File: src/rtl/timer_slave.sv
// Memory-mapped machine timer: free-running 64-bit mtime with prescaler, 64-bit mtimecmp,
// byte-writable over a 32-bit word-addressed slave port, registered timer_irq level.
module timer_slave #(
   parameter int ClkDiv = 1
) (
   input  logic        clk,
   input  logic        rst,
   input  logic [29:0] address_in,
   input  logic        we_in,
   input  logic [31:0] wdata_in,
   input  logic [3:0]  wmask_in,
   output logic [31:0] rdata_out,
   output logic        timer_irq
);

   logic [63:0] r_mtime;
   logic [63:0] r_mtimecmp;
   logic        r_timer_irq;

   logic        w_tick;
   logic        w_mtime_we;
   logic        w_cmp_we;
   logic [31:0] w_merged;
   logic [63:0] w_mtime_next;
   logic [63:0] w_cmp_next;
   logic        w_unused;

   // Only the low two word-address bits select a register; the rest belong to the decoder.
   assign w_unused   = &{1'b0, address_in[29:2]};
   assign w_mtime_we = we_in & ~address_in[1];
   assign w_cmp_we   = we_in &  address_in[1];

   always_comb begin
      w_merged = 32'h0;
      case (address_in[1:0])
         2'd0:    w_merged = r_mtime[31:0];
         2'd1:    w_merged = r_mtime[63:32];
         2'd2:    w_merged = r_mtimecmp[31:0];
         default: w_merged = r_mtimecmp[63:32];
      endcase
      for (int i = 0; i < 4; i++) begin
         if (wmask_in[i]) w_merged[8*i +: 8] = wdata_in[8*i +: 8];
      end
   end

   // A software write to mtime wins over the tick; the unwritten half is left untouched.
   always_comb begin
      w_mtime_next = r_mtime;
      if (w_mtime_we) begin
         if (address_in[0]) w_mtime_next[63:32] = w_merged;
         else               w_mtime_next[31:0]  = w_merged;
      end else if (w_tick) begin
         w_mtime_next = r_mtime + 64'd1;
      end
   end

   always_comb begin
      w_cmp_next = r_mtimecmp;
      if (w_cmp_we) begin
         if (address_in[0]) w_cmp_next[63:32] = w_merged;
         else               w_cmp_next[31:0]  = w_merged;
      end
   end

   generate
      if (ClkDiv == 1) begin : g_no_div
         assign w_tick = 1'b1;
      end else begin : g_div
         localparam int CW = $clog2(ClkDiv);
         logic [CW-1:0] r_div_cnt;

         assign w_tick = (r_div_cnt == CW'(ClkDiv - 1));

         // Restarting the period on an mtime write keeps software-set time aligned to a full period.
         always_ff @(posedge clk) begin
            if (rst || w_mtime_we) r_div_cnt <= '0;
            else if (w_tick)       r_div_cnt <= '0;
            else                   r_div_cnt <= r_div_cnt + CW'(1);
         end
      end
   endgenerate

   always_ff @(posedge clk) begin
      if (rst) begin
         r_mtime     <= 64'h0;
         r_mtimecmp  <= 64'hFFFF_FFFF_FFFF_FFFF;
         r_timer_irq <= 1'b0;
      end else begin
         r_mtime     <= w_mtime_next;
         r_mtimecmp  <= w_cmp_next;
         r_timer_irq <= (r_mtime >= r_mtimecmp);
      end
   end

   always_comb begin
      rdata_out = 32'h0;
      case (address_in[1:0])
         2'd0:    rdata_out = r_mtime[31:0];
         2'd1:    rdata_out = r_mtime[63:32];
         2'd2:    rdata_out = r_mtimecmp[31:0];
         default: rdata_out = r_mtimecmp[63:32];
      endcase
   end

   assign timer_irq = r_timer_irq;

endmodule

File: config.mk
export PLATFORM = sky130hd
export DESIGN_NAME = timer_slave
export DESIGN_NICKNAME = d
export VERILOG_FILES = /design/src/rtl/timer_slave.sv
export SDC_FILE = /design/constraint.sdc
export NUM_CORES = 1
export LEC_CHECK = 0
export ABC_AREA = 1
export ABC_CLOCK_PERIOD_IN_PS = 3100
export CAP_MARGIN = 20
export CORE_MARGIN = 2
export CORE_UTILIZATION = 50
export DETAILED_ROUTE_END_ITERATION = 16
export PLACE_DENSITY = 0.69
export SKIP_LAST_GASP = 1
export SLEW_MARGIN = 10
export SYNTH_ARGS = -nofsm -noshare
export SYNTH_HDL_FRONTEND = slang
export SYNTH_SLANG_ARGS = --single-unit
File: constraint.sdc
create_clock -name clk -period 3.1 [get_ports clk]
set_input_delay 0.93 -clock clk [delete_from_list [all_inputs] [get_ports clk]]
set_output_delay 0.93 -clock clk [all_outputs]
set_load 0.01 [all_outputs]
==> results of run 1 <==
sequential cells by signal (all words and copies together), names as in the netlist:
name        cells
r_mtime        64
r_mtimecmp     64
timer_irq       1
routing by layer:
layer / GRT usage / up-vias / part of all wire
met5: 0 / - / 0
met4: 0.1429 / 0 / 0.041
met3: 0.06265 / 97 / 0.084
met2: 0.5910 / 511 / 0.45
met1: 0.4899 / 5122 / 0.43
li1: - / 5406 / -
what timing repair did:
| item | CTS | global route |
|---|---|---|
| gates resized for setup | 52 | 41 |
| setup buffers | 4 | 3 |
| setup endpoints to repair | 32 | 28 |
| endpoints found under the hold margin | 0 | 0 |
| pin swaps | 2 | 1 |
| cloned | 1 | 0 |
worst max-delay path, cell delays in order:
cell and delay (ns):
buf_2 0.14, buf_6 0.14, nor2_4 0.13, buf_4 0.16, buf_6 0.15, nand2_1 0.07
o2111ai_2 0.10, dlygate4sd2_1 0.29
worst paths after layout:
check | start | end | slack (ns)
max reg2reg | r_mtime[55] | timer_irq | 0.66
min | r_mtimecmp[16] | r_mtimecmp[16] | 0.50
min reg2reg | r_mtimecmp[16] | r_mtimecmp[16] | 0.50
max | address_in[0] | rdata_out[14] | 0.04
stage by stage:
step                instance area, sq um  cells   TNS (ns)  power (mW)
floorplan                           9751   1570          0       2.430
global placement                   11060   1894     -20.66       2.846
detailed placement                 11060   1894     -20.68       2.864
CTS                                11730   1931          0       5.063
global route                       11720   1934  -0.001358       5.260
finish                             11720   1934          0       5.069
power by group:
group          leakage (nW)  total (mW)  internal [mW]  switching [mW]
sequential             1.06        1.89           1.76           0.135
combinational          4.16       0.941          0.375           0.566
clock                 0.309        2.24           1.41           0.822
total                  5.53        5.07           3.55            1.52
cells in the final DEF (no fill, tap or decap), drive strengths merged, types with 2 or more instances in the layout:
cell,n
dlygate4sd2,5
bufinv,4
clkdlybuf4s15,13
clkdlybuf4s50,38
buf,67
or2,5
and3,3
nand4,39
ha,65
nor3,21
clkinvlp,3
xnor2,7
a21o,3
a21oi,143
and2,3
o2111ai,31
nand2,430
a31oi,11
o21bai,4
clkinv,4
dfxtp,129
o211ai,5
nand3,73
nand3b,2
inv,191
a211oi,2
nor2,132
xor2,9
clkbuf,34
nor3b,2
o21ai,185
cell families (layout without fill, tap and decap cells):
group	count (synthesis)	count (layout)
AOI/OAI and AO/OA	389	389
xor gates and xnor gates	16	16
adders and majority gates	65	65
buffers and inverters	260	359
DFF	129	129
and+or+nand+nor	711	711
layout make-up:
| class | instances | area [sq um] |
|---|---|---|
| Tap cell | 265 | 331.6 |
| Timing Repair Buffer | 137 | 1276 |
| Clock buffer | 20 | 466.7 |
| Sequential cell | 129 | 2582 |
| Multi-Input combinational cell | 1181 | 6168 |
| Fill cell | 1960 | 7553 |
| Inverter | 190 | 713.2 |
| Clock inverter | 12 | 178.9 |
==> flow_summary.json, run 1 <==
{
  "diodes": 0,
  "die_w_um": 143.6,
  "arrival_ns": 2.13,
  "clockBufferDepth": 2,
  "rows": 51,
  "final_max_slew_viol_count": 0,
  "yosysTopAreaCellShare": 0.2649,
  "outcome": "finished clean",
  "drive_gt1_frac": 0.09467,
  "synth_top_area_cell": "dfxtp_1",
  "critPathKind": "in2out",
  "synth-compound-area-share": 0.2237,
  "worstMarginPinSlew_ns": 0.6640,
  "slew_headroom": 0.5539,
  "post-route-period-util": 0.9882,
  "insertion_delay_ns": 0.43,
  "antenna_found_initial": 0,
  "synth_area_sq_mm": 0.009751,
  "vias": 11140,
  "synthFlopType": "dfxtp_1",
  "avgSynthCellArea_sq_um": 6.211,
  "cts_root_buffer": "clkbuf_16",
  "synthArstFlopShare": 0,
  "grt_start_max_net_pins": 52,
  "min_period_ns": 3.063,
  "grt_first_pass_wirelength_mm": 57.17,
  "drt_pass1_iterations": 5,
  "synthToLayoutAreaGrowth_pct": 20.17,
  "skew_ns": 0.01480,
  "max_freq_ghz": 0.3264,
  "drt_iter0_markers": 1084,
  "place_hpwl_mm": 28.07,
  "hold_depth": 2,
  "synth.area.mux_share": 0,
  "dp_slack_ns": -0.6895,
  "synthAdderAreaFrac": 0.08341,
  "crit_path_end_kind": "output port",
  "wl_mm": 37.28,
  "start_kind": "input port",
  "whs_ns": 0.4965,
  "cts_tree": "built",
  "final_antenna_net_count": 0,
  "boundaryPins": 102,
  "synth_area_leaders": "dfxtp_1 (26%), nand2_1 (16%), ha_1 (8.3%)",
  "cts_hold_buffers": 0,
  "final_nets": 1790,
  "layout_setup_ws_ns": 0.03661,
  "cap_violations": 0,
  "synth-edff-count": 0,
  "dieArea_sq_mm": 0.02063,
  "hold_class": "reg2reg",
  "grt.total_usage": 0.3668,
  "synth_top_family_by_area": "simple AND/OR/NAND/NOR gates",
  "ys_seq_area_frac": 0.2649,
  "hold_viol": 0,
  "synth_nets": 1704,
  "initial_core_util": 0.5060,
  "worstRegToRegCells": 7,
  "clk_pin_slew_ns": 0.06,
  "die_h_um": 143.6,
  "core_area_sq_mm": 0.01927,
  "postSynthCellCount": 1570,
  "grt-ovfl-total": 0,
  "power_leakage_nw": 5.532,
  "portBuffers": 73,
  "postLayoutCoreUtil": 0.6080,
  "ys_ff_latch": 129,
  "gp_congestion": 1.064,
  "cts_sinks": 129,
  "synth_cell_type_count": 43,
  "path_max_fanout": 8,
  "synth_common_cells": "nand2_1 (426), inv_1 (182), o21ai_0 (152)",
  "yosysWarnings": 0,
  "via_per_inst": 5.758,
  "synthXorXnorAreaFrac": 0.01437,
  "htreeDepth": 4,
  "wl_per_cell_um": 19.28,
  "drc": 0,
  "cts_buffers": 17,
  "yosysMostFrequentCell": "nand2_1",
  "first_global_vias": 10150,
  "synth-simple-area-share": 0.3091,
  "required_ns": 2.17,
  "peakVddDrop_mv": 0.3756,
  "p_per_area_mw_per_mm2": 432.6,
  "finalSetupViolCount": 0
}
Power figures use the tool's default switching activity.
==> run 2: changes to the inputs <==
- ABC_CLOCK_PERIOD_IN_PS: 3100 -> default
- CORE_UTILIZATION: 50 -> 30
- PLACE_DENSITY: 0.69 -> 0.45
- SETUP_SLACK_MARGIN: default -> 0.02
==> run 2 against run 1 <==
Effect of this change:
- cell count increased by 9.0%
- global-route usage shrank 10 points
- utilization is 23 points lower
- die area rose by 65%
- flip-flop and latch count stayed put
- power fell by 2.2%
- worst setup slack improved by 0.048 ns
- maximum frequency up 1.6%
- first-iteration DRC count down 20%
- clock-buffer cell count fell by 2
==> flow_summary.json, run 2 (synthesis gave the netlist of run 1 again) <==
{
  "dpl_cell_area_sq_mm": 0.01130,
  "wl_per_cell_um": 20.62,
  "clk_pin_slew_ns": 0.06,
  "rows": 66,
  "min_period_ns": 3.015,
  "max_stage_delay_ns": 0.18,
  "drt_iter0_markers": 870,
  "via_per_inst": 5.151,
  "portBuffers": 73,
  "cts_tree": "built",
  "grt-ovfl-total": 0,
  "dieArea_sq_mm": 0.03396,
  "wl_mm": 43.48,
  "slew_headroom": 0.5676,
  "clockBufferDepth": 2,
  "layout_commonest_cell": "nand2_1",
  "power_leakage_nw": 5.604,
  "cap_violations": 0,
  "cts_sinks": 129,
  "die_w_um": 184.3,
  "final_antenna_net_count": 0,
  "cts_root_buffer": "clkbuf_16",
  "first_global_vias": 10400,
  "drc": 0,
  "clkPwrFrac": 0.414,
  "p_comb_frac": 0.201,
  "hold_viol": 0,
  "cts_buffers": 17,
  "total_power_mw": 4.958,
  "gp_congestion": 0.9493,
  "die_h_um": 184.3,
  "crit_buf_inv": 5,
  "switching_share": 0.3245,
  "final_area_sq_mm": 0.01208,
  "crit_path_end_kind": "output port",
  "skew_ns": 0.01496,
  "drive_gt1_frac": 0.1224,
  "vias": 10860,
  "nFillCells": 3574,
  "power.share.sequential": 0.385,
  "grt_start_max_net_pins": 60,
  "finalSetupViolCount": 0,
  "place_hpwl_mm": 32.84,
  "initial_core_util": 0.3020,
  "power_switching_mw": 1.609,
  "hold_class": "reg2reg",
  "core_area_sq_mm": 0.03229,
  "p_per_area_mw_per_mm2": 410.5,
  "max_freq_ghz": 0.3316,
  "crit_chain": "clkdlybuf4s15_1 > buf_6 > nor2_4 > buf_12 > buf_16 > nand2_1 > o2111ai_2 > buf_2",
  "path_max_fanout": 8,
  "dp_slack_ns": -0.6778,
  "diodes": 0,
  "rsz0062_at_grt": "yes",
  "multi_input_area_sq_mm": 0.006345,
  "cp_slowest_cell": "clkdlybuf4s15_1",
  "boundaryPins": 102,
  "grt.total_usage": 0.2619,
  "p_int_mw": 3.349,
  "required_ns": 2.17,
  "layout_setup_ws_ns": 0.08470,
  "antenna_found_initial": 0,
  "post-route-period-util": 0.9727,
  "peakVddDrop_mv": 0.3363,
  "drt_pass1_iterations": 5,
  "worstMarginPinSlew_ns": 0.6436,
  "htreeDepth": 4,
  "grt_first_pass_wirelength_mm": 65.27,
  "synthToLayoutAreaGrowth_pct": 23.85,
  "final_max_slew_viol_count": 0,
  "start_kind": "input port",
  "insertion_delay_ns": 0.44,
  "critPathKind": "in2out",
  "final_nets": 1788,
  "most-common-layout-cells": "nand2_1 (413), inv_1 (182), o21ai_0 (151)",
  "register_area_sq_mm": 0.002582,
  "arrival_ns": 2.09,
  "critPathTopFamily": "buffers and inverters",
  "outcome": "finished clean"
}
## run 2: changes by cell type in the layout (fill, tap and decap cells not counted), sizes merged
cell	previous run	this run
dlygate4sd2	5	0
clkbuf	34	20
clkinvlp	3	4
clkinv	4	9
clkdlybuf4s15	13	1
inv	191	189
buf	67	94
bufinv	4	2
## run 2: area by class of cell
cell class	instances	share of cell area
Clock inverter	14	0.01171
Sequential cell	129	0.2138
Tap cell	442	0.04579
Inverter	190	0.05926
Multi-Input combinational cell	1181	0.5254
Clock buffer	18	0.03637
Timing Repair Buffer	135	0.1076
## run 2: repair_timing
action | in CTS | in global routing
hold buffers | 0 | 0
setup buffers | 6 | 1
pin swaps | 6 | 14
gates cloned | 3 | 1
resized for setup | 151 | 31
endpoints found under the setup margin | 32 | 32
## run 2: final timing paths
path | start | to | slack (ns) | depth (start not counted)
min | r_mtimecmp[5] | r_mtimecmp[5] | 0.49 | 2
max reg2reg | r_mtime[55] | timer_irq | 0.64 | 8
min reg2reg | r_mtimecmp[5] | r_mtimecmp[5] | 0.49 | 2
max | address_in[0] | rdata_out[22] | 0.08 | 8
## run 2: power by group through the flow
| stage | clock network (mW) | logic, mW | registers, mW |
|---|---|---|---|
| floorplan | 0 | 0.554 | 1.88 |
| global placement | 0 | 0.964 | 1.94 |
| detailed placement | 0 | 0.971 | 1.94 |
| CTS | 2.10 | 0.980 | 1.90 |
| global route | 2.17 | 1.11 | 1.92 |
| finish | 2.05 | 0.995 | 1.91 |
## run 2: metal layers
metal	part of all wire	global-route usage	vias to the layer above
met4	0.027	0.08736	0
li1	-	-	5401
met5	0	0	-
met2	0.45	0.4131	274
met3	0.057	0.04525	48
met1	0.47	0.3609	5140
## run 2: worst register-to-register path, stage by stage, from the launching register on
cell     delay [ns]
dfxtp_1        0.42
ha_1           0.38
nand4_1        0.16
nor3_1         0.51
nand2_1        0.27
nor4_1         0.25
buf_4          0.18
nand2_1        0.05
a21oi_1        0.16
## run 2: metrics by stage
step | TNS [ns] | hold WS [ns] | instances | util
3_3_place_gp | -18.39 | 0.4873 | 2068 | 0.3498
6_report | 0 | 0.4931 | 2109 | 0.3740
5_1_grt | 0 | 0.5202 | 2109 | 0.3740
4_1_cts | 0 | 0.4959 | 2109 | 0.3706
3_5_place_dp | -19.15 | 0.4868 | 2068 | 0.3498
2_1_floorplan | 0 | 0.4577 | 1570 | -
